--- config.mk ---
export PLATFORM = sky130hd
export DESIGN_NAME = multdiv_unit_flat
export DESIGN_NICKNAME = d
export VERILOG_FILES = /design/src/rtl/processor_pkg.sv /design/src/rtl/multdiv_unit_if.sv /design/src/rtl/multdiv_iter_core.sv /design/src/rtl/multdiv_unit.sv /design/src/flat_wrapper.sv
export SDC_FILE = /design/constraint.sdc
export NUM_CORES = 1
export LEC_CHECK = 0
export BUFFER_PORTS_ARGS = -buffer_cell sky130_fd_sc_hd__buf_2
export CAP_MARGIN = 20
export CORE_ASPECT_RATIO = 1.75
export CORE_MARGIN = 2
export CORE_UTILIZATION = 45
export DETAILED_ROUTE_END_ITERATION = 7
export PLACE_DENSITY_LB_ADDON = 0.25
export SETUP_SLACK_MARGIN = 0.1
export SLEW_MARGIN = 30
export SYNTH_ARGS = -nofsm -noshare
export SYNTH_HDL_FRONTEND = slang
export SYNTH_SLANG_ARGS = --single-unit
--- constraint.sdc ---
create_clock -name clock -period 4.77 [get_ports clock]
set_clock_uncertainty 0.05 [all_clocks]
set_input_delay 0.477 -clock clock [delete_from_list [all_inputs] [get_ports clock]]
set_output_delay 0.477 -clock clock [all_outputs]
set_load 0.01 [all_outputs]
--- src/rtl/processor_pkg.sv ---
// ============================================================================
//  Module      : processor_pkg
//  Description : Shared decode constants, multiply/divide status codes and
//                FSM state encoding for the execute-stage mul/div unit.
//  Revision    : 1.0 - initial release
// ============================================================================
`default_nettype none

package processor_pkg;

    localparam logic [4:0] OPC_RTYPE = 5'b00000;
    localparam logic [4:0] ALU_MUL   = 5'b00110;
    localparam logic [4:0] ALU_DIV   = 5'b00111;

    localparam logic [31:0] STATUS_MUL = 32'd4;
    localparam logic [31:0] STATUS_DIV = 32'd5;

    typedef enum logic [1:0] {
        IDLE = 2'd0,
        BUSY = 2'd1,
        DONE = 2'd2
    } mdu_state_t;

    // |INT_MIN| yields 32'h80000000, which is the correct unsigned magnitude.
    function automatic logic [31:0] magnitude(input logic [31:0] v);
        return v[31] ? (~v + 32'd1) : v;
    endfunction

endpackage

`default_nettype wire

--- src/rtl/multdiv_unit_if.sv ---
// ============================================================================
//  Module      : multdiv_unit_if
//  Description : Execute-stage <-> mul/div unit signal bundle.
//  Revision    : 1.0 - initial release
// ============================================================================
`default_nettype none

interface multdiv_unit_if;

    logic [31:0] instruction_dx_in;
    logic [31:0] data_operandA;
    logic [31:0] data_operandB;
    logic [31:0] instruction_multdiv;
    logic [31:0] multdiv_output;
    logic        multdiv_ready;
    logic        multdiv_exception;
    logic        multdiv_stall;

    modport master (
        output instruction_dx_in, data_operandA, data_operandB,
        input  instruction_multdiv, multdiv_output, multdiv_ready,
               multdiv_exception, multdiv_stall
    );

    modport slave (
        input  instruction_dx_in, data_operandA, data_operandB,
        output instruction_multdiv, multdiv_output, multdiv_ready,
               multdiv_exception, multdiv_stall
    );

endinterface

`default_nettype wire

--- src/rtl/multdiv_iter_core.sv ---
// ============================================================================
//  Module      : multdiv_iter_core
//  Description : One-bit-per-cycle unsigned shift-add multiply / restoring
//                divide datapath operating on operand magnitudes.
//  Revision    : 1.0 - initial release
// ============================================================================
`default_nettype none

module multdiv_iter_core (
    input  wire logic        clock,
    input  wire logic        reset,
    input  wire logic        i_load,
    input  wire logic        i_step,
    input  wire logic        i_op_div,
    input  wire logic [31:0] i_mag_a,
    input  wire logic [31:0] i_mag_b,
    output logic      [63:0] o_result_mag,
    output logic             o_overflow
);

    // mul: r_acc = {partial hi, multiplier lo}; div: r_acc[31:0] = remainder
    logic [63:0] r_acc;
    logic [31:0] r_quo;
    logic [31:0] r_opnd;
    logic        r_op_div;

    logic [32:0] w_sum;
    logic [32:0] w_trial;
    logic [31:0] w_diff;
    logic        w_q_bit;
    logic [31:0] w_rem_next;

    assign w_sum      = {1'b0, r_acc[63:32]} + (r_acc[0] ? {1'b0, r_opnd} : 33'd0);
    assign w_trial    = {r_acc[31:0], r_quo[31]};
    assign w_q_bit    = (w_trial >= {1'b0, r_opnd});
    assign w_diff     = w_trial[31:0] - r_opnd;
    assign w_rem_next = w_q_bit ? w_diff : w_trial[31:0];

    always_ff @(posedge clock or posedge reset) begin
        if (reset) begin
            r_acc    <= 64'd0;
            r_quo    <= 32'd0;
            r_opnd   <= 32'd0;
            r_op_div <= 1'b0;
        end else if (i_load) begin
            r_op_div <= i_op_div;
            r_opnd   <= i_op_div ? i_mag_b : i_mag_a;
            r_acc    <= i_op_div ? 64'd0 : {32'd0, i_mag_b};
            r_quo    <= i_op_div ? i_mag_a : 32'd0;
        end else if (i_step) begin
            if (r_op_div) begin
                r_acc <= {32'd0, w_rem_next};
                r_quo <= {r_quo[30:0], w_q_bit};
            end else begin
                r_acc <= {w_sum, r_acc[31:1]};
            end
        end
    end

    // Overflow: div-by-zero for div, magnitude beyond 31 bits for mul.
    assign o_result_mag = r_op_div ? {32'd0, r_quo} : r_acc;
    assign o_overflow   = r_op_div ? (r_opnd == 32'd0) : (|r_acc[63:31]);

endmodule

`default_nettype wire

--- src/rtl/multdiv_unit.sv ---
// ============================================================================
//  Module      : multdiv_unit
//  Description : Iterative signed multiply/divide unit beside the execute
//                stage. Optional MULTDIV_FAST_DIV0_EN retires div-by-zero
//                one cycle after accept instead of after full iteration.
//  Revision    : 1.0 - initial release
// ============================================================================
`default_nettype none

module multdiv_unit
    import processor_pkg::*;
#(
    parameter int          ITER_CYCLES = 32,
    parameter logic [31:0] MUL_STATUS  = STATUS_MUL,
    parameter logic [31:0] DIV_STATUS  = STATUS_DIV
) (
    input  wire logic     clock,
    input  wire logic     reset,
    multdiv_unit_if.slave mdu
);

    localparam int             CNT_W = $clog2(ITER_CYCLES);
    localparam logic [CNT_W-1:0] C_LAST = CNT_W'(ITER_CYCLES - 1);

    mdu_state_t       r_state;
    mdu_state_t       w_state_next;
    logic [CNT_W-1:0] r_count;
    logic [31:0]      r_instr;
    logic             r_op_div;
    logic             r_neg;

    logic [4:0]  w_opcode;
    logic [4:0]  w_alu_op;
    logic        w_is_mul;
    logic        w_is_div;
    logic        w_start;
    logic        w_accept;
    logic        w_fast_done;
    logic [63:0] w_core_mag;
    logic        w_core_ovf;
    logic [31:0] w_signed_res;
    logic        w_exc;

    assign w_opcode = mdu.instruction_dx_in[31:27];
    assign w_alu_op = mdu.instruction_dx_in[6:2];
    assign w_is_mul = (w_opcode == OPC_RTYPE) && (w_alu_op == ALU_MUL);
    assign w_is_div = (w_opcode == OPC_RTYPE) && (w_alu_op == ALU_DIV);
    assign w_start  = w_is_mul || w_is_div;
    assign w_accept = w_start && (r_state != BUSY);

`ifdef MULTDIV_FAST_DIV0_EN
    assign w_fast_done = w_is_div && (mdu.data_operandB == 32'd0);
`else
    assign w_fast_done = 1'b0;
`endif

    multdiv_iter_core u_core (
        .clock        (clock),
        .reset        (reset),
        .i_load       (w_accept),
        .i_step       (r_state == BUSY),
        .i_op_div     (w_is_div),
        .i_mag_a      (magnitude(mdu.data_operandA)),
        .i_mag_b      (magnitude(mdu.data_operandB)),
        .o_result_mag (w_core_mag),
        .o_overflow   (w_core_ovf)
    );

    always_ff @(posedge clock or posedge reset) begin
        if (reset) begin
            r_state  <= IDLE;
            r_count  <= '0;
            r_instr  <= 32'd0;
            r_op_div <= 1'b0;
            r_neg    <= 1'b0;
        end else begin
            r_state <= w_state_next;
            if (w_accept) begin
                r_instr  <= mdu.instruction_dx_in;
                r_op_div <= w_is_div;
                r_neg    <= mdu.data_operandA[31] ^ mdu.data_operandB[31];
                r_count  <= '0;
            end else if (r_state == BUSY) begin
                r_count <= r_count + CNT_W'(1);
            end
        end
    end

    // A negative product of exactly 2^31 is INT_MIN and still fits.
    assign w_signed_res = r_neg ? (~w_core_mag[31:0] + 32'd1) : w_core_mag[31:0];
    assign w_exc        = r_op_div ? w_core_ovf
                                   : (w_core_ovf && !(r_neg && (w_core_mag == 64'h8000_0000)));

    always_comb begin
        w_state_next          = r_state;
        mdu.multdiv_ready     = 1'b0;
        mdu.multdiv_exception = 1'b0;
        mdu.multdiv_output    = 32'd0;
        unique case (r_state)
            IDLE, DONE: begin
                if (w_accept) w_state_next = w_fast_done ? DONE : BUSY;
                else          w_state_next = IDLE;
            end
            BUSY:    if (r_count == C_LAST) w_state_next = DONE;
            default: w_state_next = IDLE;
        endcase
        if (r_state == DONE) begin
            mdu.multdiv_ready     = 1'b1;
            mdu.multdiv_exception = w_exc;
            mdu.multdiv_output    = w_exc ? (r_op_div ? DIV_STATUS : MUL_STATUS) : w_signed_res;
        end
        mdu.multdiv_stall = !reset && ((w_start && (r_state != BUSY)) || (r_state == BUSY));
    end

    assign mdu.instruction_multdiv = r_instr;

endmodule

`default_nettype wire

--- src/flat_wrapper.sv ---
// flat-port wrapper written by rule: the top's interface ports become plain ports
module multdiv_unit_flat import processor_pkg::*;
#(
    parameter int          ITER_CYCLES = 32,
    parameter logic [31:0] MUL_STATUS  = STATUS_MUL,
    parameter logic [31:0] DIV_STATUS  = STATUS_DIV
)
  (clock, reset, mdu_instruction_dx_in, mdu_data_operandA, mdu_data_operandB, mdu_instruction_multdiv, mdu_multdiv_output, mdu_multdiv_ready, mdu_multdiv_exception, mdu_multdiv_stall);
  multdiv_unit_if mdu_i ();
  input  wire logic clock;
  input  wire logic reset;
  input wire logic [$bits(mdu_i.instruction_dx_in)-1:0] mdu_instruction_dx_in;
  input wire logic [$bits(mdu_i.data_operandA)-1:0] mdu_data_operandA;
  input wire logic [$bits(mdu_i.data_operandB)-1:0] mdu_data_operandB;
  output wire logic [$bits(mdu_i.instruction_multdiv)-1:0] mdu_instruction_multdiv;
  output wire logic [$bits(mdu_i.multdiv_output)-1:0] mdu_multdiv_output;
  output wire logic [$bits(mdu_i.multdiv_ready)-1:0] mdu_multdiv_ready;
  output wire logic [$bits(mdu_i.multdiv_exception)-1:0] mdu_multdiv_exception;
  output wire logic [$bits(mdu_i.multdiv_stall)-1:0] mdu_multdiv_stall;
  assign mdu_i.instruction_dx_in = mdu_instruction_dx_in;
  assign mdu_i.data_operandA = mdu_data_operandA;
  assign mdu_i.data_operandB = mdu_data_operandB;
  assign mdu_instruction_multdiv = mdu_i.instruction_multdiv;
  assign mdu_multdiv_output = mdu_i.multdiv_output;
  assign mdu_multdiv_ready = mdu_i.multdiv_ready;
  assign mdu_multdiv_exception = mdu_i.multdiv_exception;
  assign mdu_multdiv_stall = mdu_i.multdiv_stall;
  multdiv_unit #(.ITER_CYCLES(ITER_CYCLES), .MUL_STATUS(MUL_STATUS), .DIV_STATUS(DIV_STATUS)) u_core (.clock(clock), .reset(reset), .mdu(mdu_i));
endmodule
==> flow_summary.json, run 1 <==
{
  "start_util": 0.4544,
  "leakagePower_nw": 7.079,
  "htree_num_levels": 4,
  "p_per_area_nw_per_um2": 540.3,
  "clockRootBuffer": "clkbuf_16",
  "rsz0062_at_grt": "no",
  "dp_hpwl_um": 43360,
  "mostFrequentLayoutCell": "nand2_1",
  "cts_sinks": 169,
  "drtPass1Iterations": 6,
  "grt_pass1_vias": 14030,
  "async_reset_ff_frac": 1.000,
  "track_usage": 0.3493,
  "synth_flop_cell": "dfrtp_1",
  "p_switching_mw": 4.036,
  "avgSynthCellArea_um2": 7.935,
  "synth_cell_types": 77,
  "path_clk_slew_ns": 0.07,
  "diodes": 0,
  "slew_headroom": 0.1982,
  "grt_pass1_wl_um": 83630,
  "die_y_um": 236.7,
  "antenna_found_initial": 0,
  "die_w_um": 136.9,
  "cts_buffer_depth": 2,
  "grt_max_degree": 97,
  "crit_type": "flip-flop to output pin",
  "nNetsFinal": 2039,
  "combPwrFrac": 0.525,
  "postCtsSetupBuffers": 0,
  "crit_arrival_ns": 3.95,
  "drv_slew": 0,
  "max_stage_delay_ns": 0.60,
  "yosysTopAreaCell": "dfrtp_1",
  "wl_per_cell_um": 24.73,
  "fmax_mhz": 223.2,
  "period_minus_slack_ns": 4.481,
  "utilization": 0.5131,
  "drtAntennaViolNets": 0,
  "crit_path_start": "u_core.r_op_div$_DFFE_PP0P_",
  "ys_seq_elements": 169,
  "worstPathMaxFanout": 50,
  "mostFrequentLayoutCells": "nand2_1 (230), o21ai_0 (175), dfrtp_1 (168)",
  "cap_violations": 0,
  "status": "finished clean",
  "fin_ws_ns": 0.2893,
  "end_kind": "output pin",
  "nFillCells": 2920,
  "synth_top_area_frac": 0.3038,
  "syn_to_final_growth_pct": 12.91,
  "syn_nets": 1924,
  "cts_tree": "done",
  "finalHoldViolCount": 0,
  "start_kind": "flip-flop",
  "placementRows": 85,
  "r2r_cells": 10,
  "internal_power_mw": 4.454,
  "yosysSeqAreaShare": 0.3038,
  "seqPwrFrac": 0.301,
  "r2r_end": "u_core.u_core.r_acc[30]$_DFFE_PP0N_",
  "ir_drop_v": 0.0002925,
  "cts_buffers": 17,
  "crit_chain": "buf_12 > nor3b_1 > o221ai_2 > nor4b_4 > nand2_1 > or4_1 > a211oi_4 > nand2_8 > nor2_1 > buf_2",
  "grt.overflow.total": 0,
  "netlist_area_um2": 13920,
  "hold_class": "primary input to async pin",
  "finalNonFillerCells": 2273,
  "core-area_um2": 30630,
  "drive_above_1_share": 0.1366,
  "placed_cells": 2241,
  "required_ns": 4.24,
  "drt_iter0_drc": 1236,
  "num_io_pins": 165,
  "ff2ff_setup_slack_ns": 0.84,
  "synth_area_leaders": "dfrtp_1 (30%), ha_1 (6.3%), o21ai_0 (6.3%)",
  "min_period_over_period": 0.9394,
  "switching_share": 0.4754,
  "vias": 14310,
  "synth-edff-count": 0,
  "wl_um": 56200,
  "setup_viol": 0,
  "critPathSlowestCell": "dfrtp_4",
  "clk_latency_ns": 0.47,
  "tightest_slew_ns": 1.194,
  "viasPerCell": 6.295,
  "r2r_start": "u_core.u_core.r_opnd[9]$_DFFE_PP0P_",
  "synth_cells": 1754,
  "gp_congestion": 1.020,
  "fin_tns_setup_ns": 0,
  "p_clk_frac": 0.175,
  "pre_cts_ws_ns": 0.6504,
  "die-area_um2": 32410,
  "port_buffers": 164,
  "drcViolationCount": 0,
  "synth_warnings": 0
}
[synth_stat cells, types with 25 or more instances]
library cell and instances:
xnor2_1 84, a221oi_1 25, nor3_1 36, mux2i_1 40, a21o_1 28, nand4_1 25
clkbuf_1 72, a21oi_1 120, and2_1 48, o21ai_0 175, nand3_1 33, nand2_1 230
nor2_1 143, xor2_1 52, dfrtp_1 169, inv_1 61, ha_1 70
[layer usage]
metal / routed length (um) / GRT usage / share of wire / vias up
met5: 0 / 0 / 0 / -
met4: 6495 / 0.3361 / 0.12 / 0
met3: 3412 / 0.04838 / 0.061 / 234
met2: 27210 / 0.5755 / 0.48 / 692
met1: 19080 / 0.3720 / 0.34 / 6793
li1: - / - / - / 6589
[registers in the layout, indices dropped and copies added, names as in the netlist]
register	flops
u_core.u_core.r_opnd	32
u_core.r_state	2
u_core.u_core.r_quo	32
u_core.r_count	5
u_core.mdu.instruction_multdiv	32
u_core.u_core.r_acc	64
u_core.r_op_div	1
u_core.r_neg	1
[kinds of logic (layout without fill, tap and decap cells)]
group / after synthesis / in the layout / synth area share
and+or+nand+nor: 640 / 640 / 0.2210
AOI/OAI and AO/OA: 540 / 540 / 0.2465
DFF: 169 / 169 / 0.3038
buffers and inverters: 152 / 280 / 0.04414
xor gates and xnor gates: 136 / 136 / 0.08558
adders and majority gates: 72 / 72 / 0.06580
muxes: 45 / 45 / 0.03317
[how the worst max path moves through the flow]
| stage | slack, ns | to | cells past startpoint |
|---|---|---|---|
| floorplan | 0.23 | mdu_multdiv_output[21] | 16 |
| global placement | 0.84 | mdu_multdiv_output[4] | 10 |
| detailed placement | 0.65 | mdu_multdiv_output[1] | 10 |
| CTS | 0.14 | mdu_multdiv_output[1] | 10 |
| global route | 0.09 | mdu_multdiv_output[1] | 10 |
| finish | 0.29 | mdu_multdiv_output[1] | 10 |
[critical path: cells and delay by family, from the launching register on]
kind,cells,cell delay (ns)
AOI/OAI and AO/OA,2,0.66
buffers and inverters,2,0.44
DFF,1,0.60
and+or+nand+nor,6,1.79
[repair_timing]
action	CTS	global route
setup endpoints to repair	0	28
resized for setup	0	3
hold buffers	0	0
[final cells by class]
type	count	area, um^2	area share
sequential	169	4233	0.2693
inverter	61	232.7	0.01481
timing repair buffer	187	1022	0.06505
clock inverter	12	157.7	0.01003
multi-input combinational	1433	9134	0.5812
tap	391	489.2	0.03113
clock buffer	20	446.7	0.02842
[per-stage QoR]
| stage | power (mW) | hold slack [ns] | area, um^2 |
|---|---|---|---|
| after floorplan | 5.549 | 0.4139 | 13920 |
| after global placement | 6.830 | 0.3963 | 15090 |
| after detailed placement | 6.873 | 0.4007 | 15090 |
| after CTS | 8.372 | 0.1228 | 15700 |
| after global routing | 9.019 | 0.1544 | 15720 |
| final | 8.490 | 0.09691 | 15720 |
[power by group through the flow]
| stage | logic [mW] | registers (mW) | clock network [mW] |
|---|---|---|---|
| floorplan | 3.31 | 2.23 | 0 |
| global placement | 4.30 | 2.53 | 0 |
| detailed placement | 4.35 | 2.52 | 0 |
| CTS | 4.38 | 2.50 | 1.49 |
| global route | 4.91 | 2.57 | 1.54 |
| finish | 4.45 | 2.55 | 1.48 |
Note: power is estimated with default switching activity, not from simulation.
==> inputs of run 2 (changes only) <==
- clock period: 4.77 -> 5.45 ns (I/O delays scaled with it)
==> flow_summary.json, run 2 (synthesis results as in run 1) <==
{
  "fin_tns_setup_ns": 0,
  "required_ns": 4.86,
  "end_kind": "output pin",
  "holdBufCountCts": 0,
  "drt_iter0_drc": 1072,
  "die_w_um": 136.9,
  "cts_tree": "done",
  "antenna_found_initial": 3,
  "die_y_um": 236.7,
  "switching_share": 0.4778,
  "dp_hpwl_um": 42730,
  "clk_latency_ns": 0.47,
  "seqPwrFrac": 0.300,
  "num_io_pins": 165,
  "period_minus_slack_ns": 4.974,
  "leakagePower_nw": 7.075,
  "regMostFlops": "u_core.u_core.r_acc",
  "p_switching_mw": 3.473,
  "postCtsSetupBuffers": 0,
  "drv_slew": 0,
  "status": "finished clean",
  "wl_per_cell_um": 24.28,
  "max_stage_delay_ns": 0.86,
  "vias": 14260,
  "hold_class": "primary input to async pin",
  "start_kind": "flip-flop",
  "cap_violations": 0,
  "die-area_um2": 32410,
  "mostFrequentLayoutCell": "nand2_1",
  "mostFrequentLayoutCells": "nand2_1 (230), o21ai_0 (175), dfrtp_1 (168)",
  "viasPerCell": 6.264,
  "cts_buffers": 17,
  "worstPathMaxFanout": 52,
  "combPwrFrac": 0.537,
  "crit_arrival_ns": 4.38,
  "rsz0062_at_grt": "no",
  "start_util": 0.4544,
  "port_buffers": 164,
  "drtPass1Iterations": 5,
  "clockRootBuffer": "clkbuf_16",
  "grt_pass1_wl_um": 83640,
  "setup_viol": 0,
  "wl_um": 55260,
  "grt_pass1_vias": 14050,
  "p_per_area_nw_per_um2": 464.9,
  "drive_above_1_share": 0.1376,
  "tightest_slew_ns": 1.076,
  "core-area_um2": 30630,
  "cts_sinks": 169,
  "fmax_mhz": 201.1,
  "placementRows": 85,
  "crit_buf_inv": 1,
  "gp_congestion": 1.074,
  "min_period_over_period": 0.9126,
  "p_clk_frac": 0.162,
  "finalHoldViolCount": 0,
  "utilization": 0.5104,
  "grt_max_degree": 97,
  "cts_buffer_depth": 2,
  "largest_reg_flops": 64,
  "internal_power_mw": 3.796,
  "drcViolationCount": 0,
  "nNetsFinal": 2040,
  "track_usage": 0.3457,
  "cts_resized": 0,
  "crit_type": "flip-flop to output pin",
  "ir_drop_v": 0.0003032,
  "grt.overflow.total": 0,
  "syn_to_final_growth_pct": 12.32,
  "critPathSlowestCell": "dfrtp_4",
  "crit_chain": "mux2i_2 > ha_1 > o221ai_2 > nor4b_4 > nand2_1 > or4_1 > a211oi_2 > nand2_4 > nor2_1 > buf_2",
  "htree_num_levels": 4,
  "slew_headroom": 0.2777,
  "nFillCells": 3014,
  "critical-path-top-delay-family": "simple AND/OR/NAND/NOR gates",
  "drtAntennaViolNets": 0,
  "path_clk_slew_ns": 0.07
}
==> run 2: per-layer routing <==
layer | up-vias | global-route usage | routed length (um) | share of wire
met2 | 599 | 0.5783 | 27290 | 0.49
li1 | 6568 | - | - | -
met5 | - | 0 | 0 | 0
met3 | 179 | 0.04260 | 2748 | 0.050
met1 | 6912 | 0.3751 | 19400 | 0.35
met4 | 0 | 0.3065 | 5828 | 0.11
==> run 2: area by class of cell <==
class / count / area (um^2) / share of cell area
Clock buffer: 18 / 439.2 / 0.02809
Antenna cell: 3 / 7.507 / 0.0004802
Tap cell: 391 / 489.2 / 0.03129
Timing Repair Buffer: 188 / 1013 / 0.06483
Multi-Input combinational cell: 1433 / 9119 / 0.5833
Inverter: 61 / 236.5 / 0.01513
Sequential cell: 169 / 4233 / 0.2707
Clock inverter: 13 / 96.34 / 0.006162
==> run 2: power by group through the flow <==
stage	logic (mW)	registers [mW]	clock network, mW
finish	3.90	2.18	1.18
global route	4.28	2.23	1.23
CTS	3.85	2.15	1.19
detailed placement	3.83	2.17	0
global placement	3.80	2.17	0
floorplan	2.90	1.96	0
==> run 2: through the flow <==
stage | hold slack [ns] | cell area, um^2 | setup slack [ns] | std cells | power (mW)
floorplan | 0.4139 | 13920 | 0.2799 | 1754 | 4.856
global placement | 0.3957 | 15080 | 1.216 | 2242 | 5.971
detailed placement | 0.3987 | 15080 | 1.021 | 2242 | 6.003
CTS | 0.2058 | 15620 | 0.5003 | 2273 | 7.190
global route | 0.2181 | 15630 | 0.2006 | 2276 | 7.739
finish | 0.1400 | 15630 | 0.4763 | 2276 | 7.268
==> run 2: final timing paths <==
kind / from / end / slack (ns) / depth (start not counted)
min in group clock: mdu_instruction_dx_in[11] / u_core.mdu.instruction_multdiv[11]$_DFFE_PP0P_ / 0.21 / 3
hold / removal: reset / u_core.u_core.r_acc[58]$_DFFE_PP0N_ / 0.14 / 2
setup / recovery: u_core.r_op_div$_DFFE_PP0P_ / mdu_multdiv_output[24] / 0.48 / 10
hold reg to reg: u_core.mdu.instruction_multdiv[2]$_DFFE_PP0P_ / u_core.mdu.instruction_multdiv[2]$_DFFE_PP0P_ / 0.42 / 2
max in group asynchronous: reset / u_core.u_core.r_acc[0]$_DFFE_PP0N_ / 4.29 / 3
setup reg to reg: u_core.u_core.r_acc[8]$_DFFE_PP0N_ / u_core.u_core.r_acc[26]$_DFFE_PP0N_ / 1.40 / 9
==> run 2: worst register-to-register path: cells and delay by family, from the launching register on <==
kind	cells	cell delay [ns]
fa+ha+maj	1	0.45
flops	1	0.52
compound gates	8	2.99
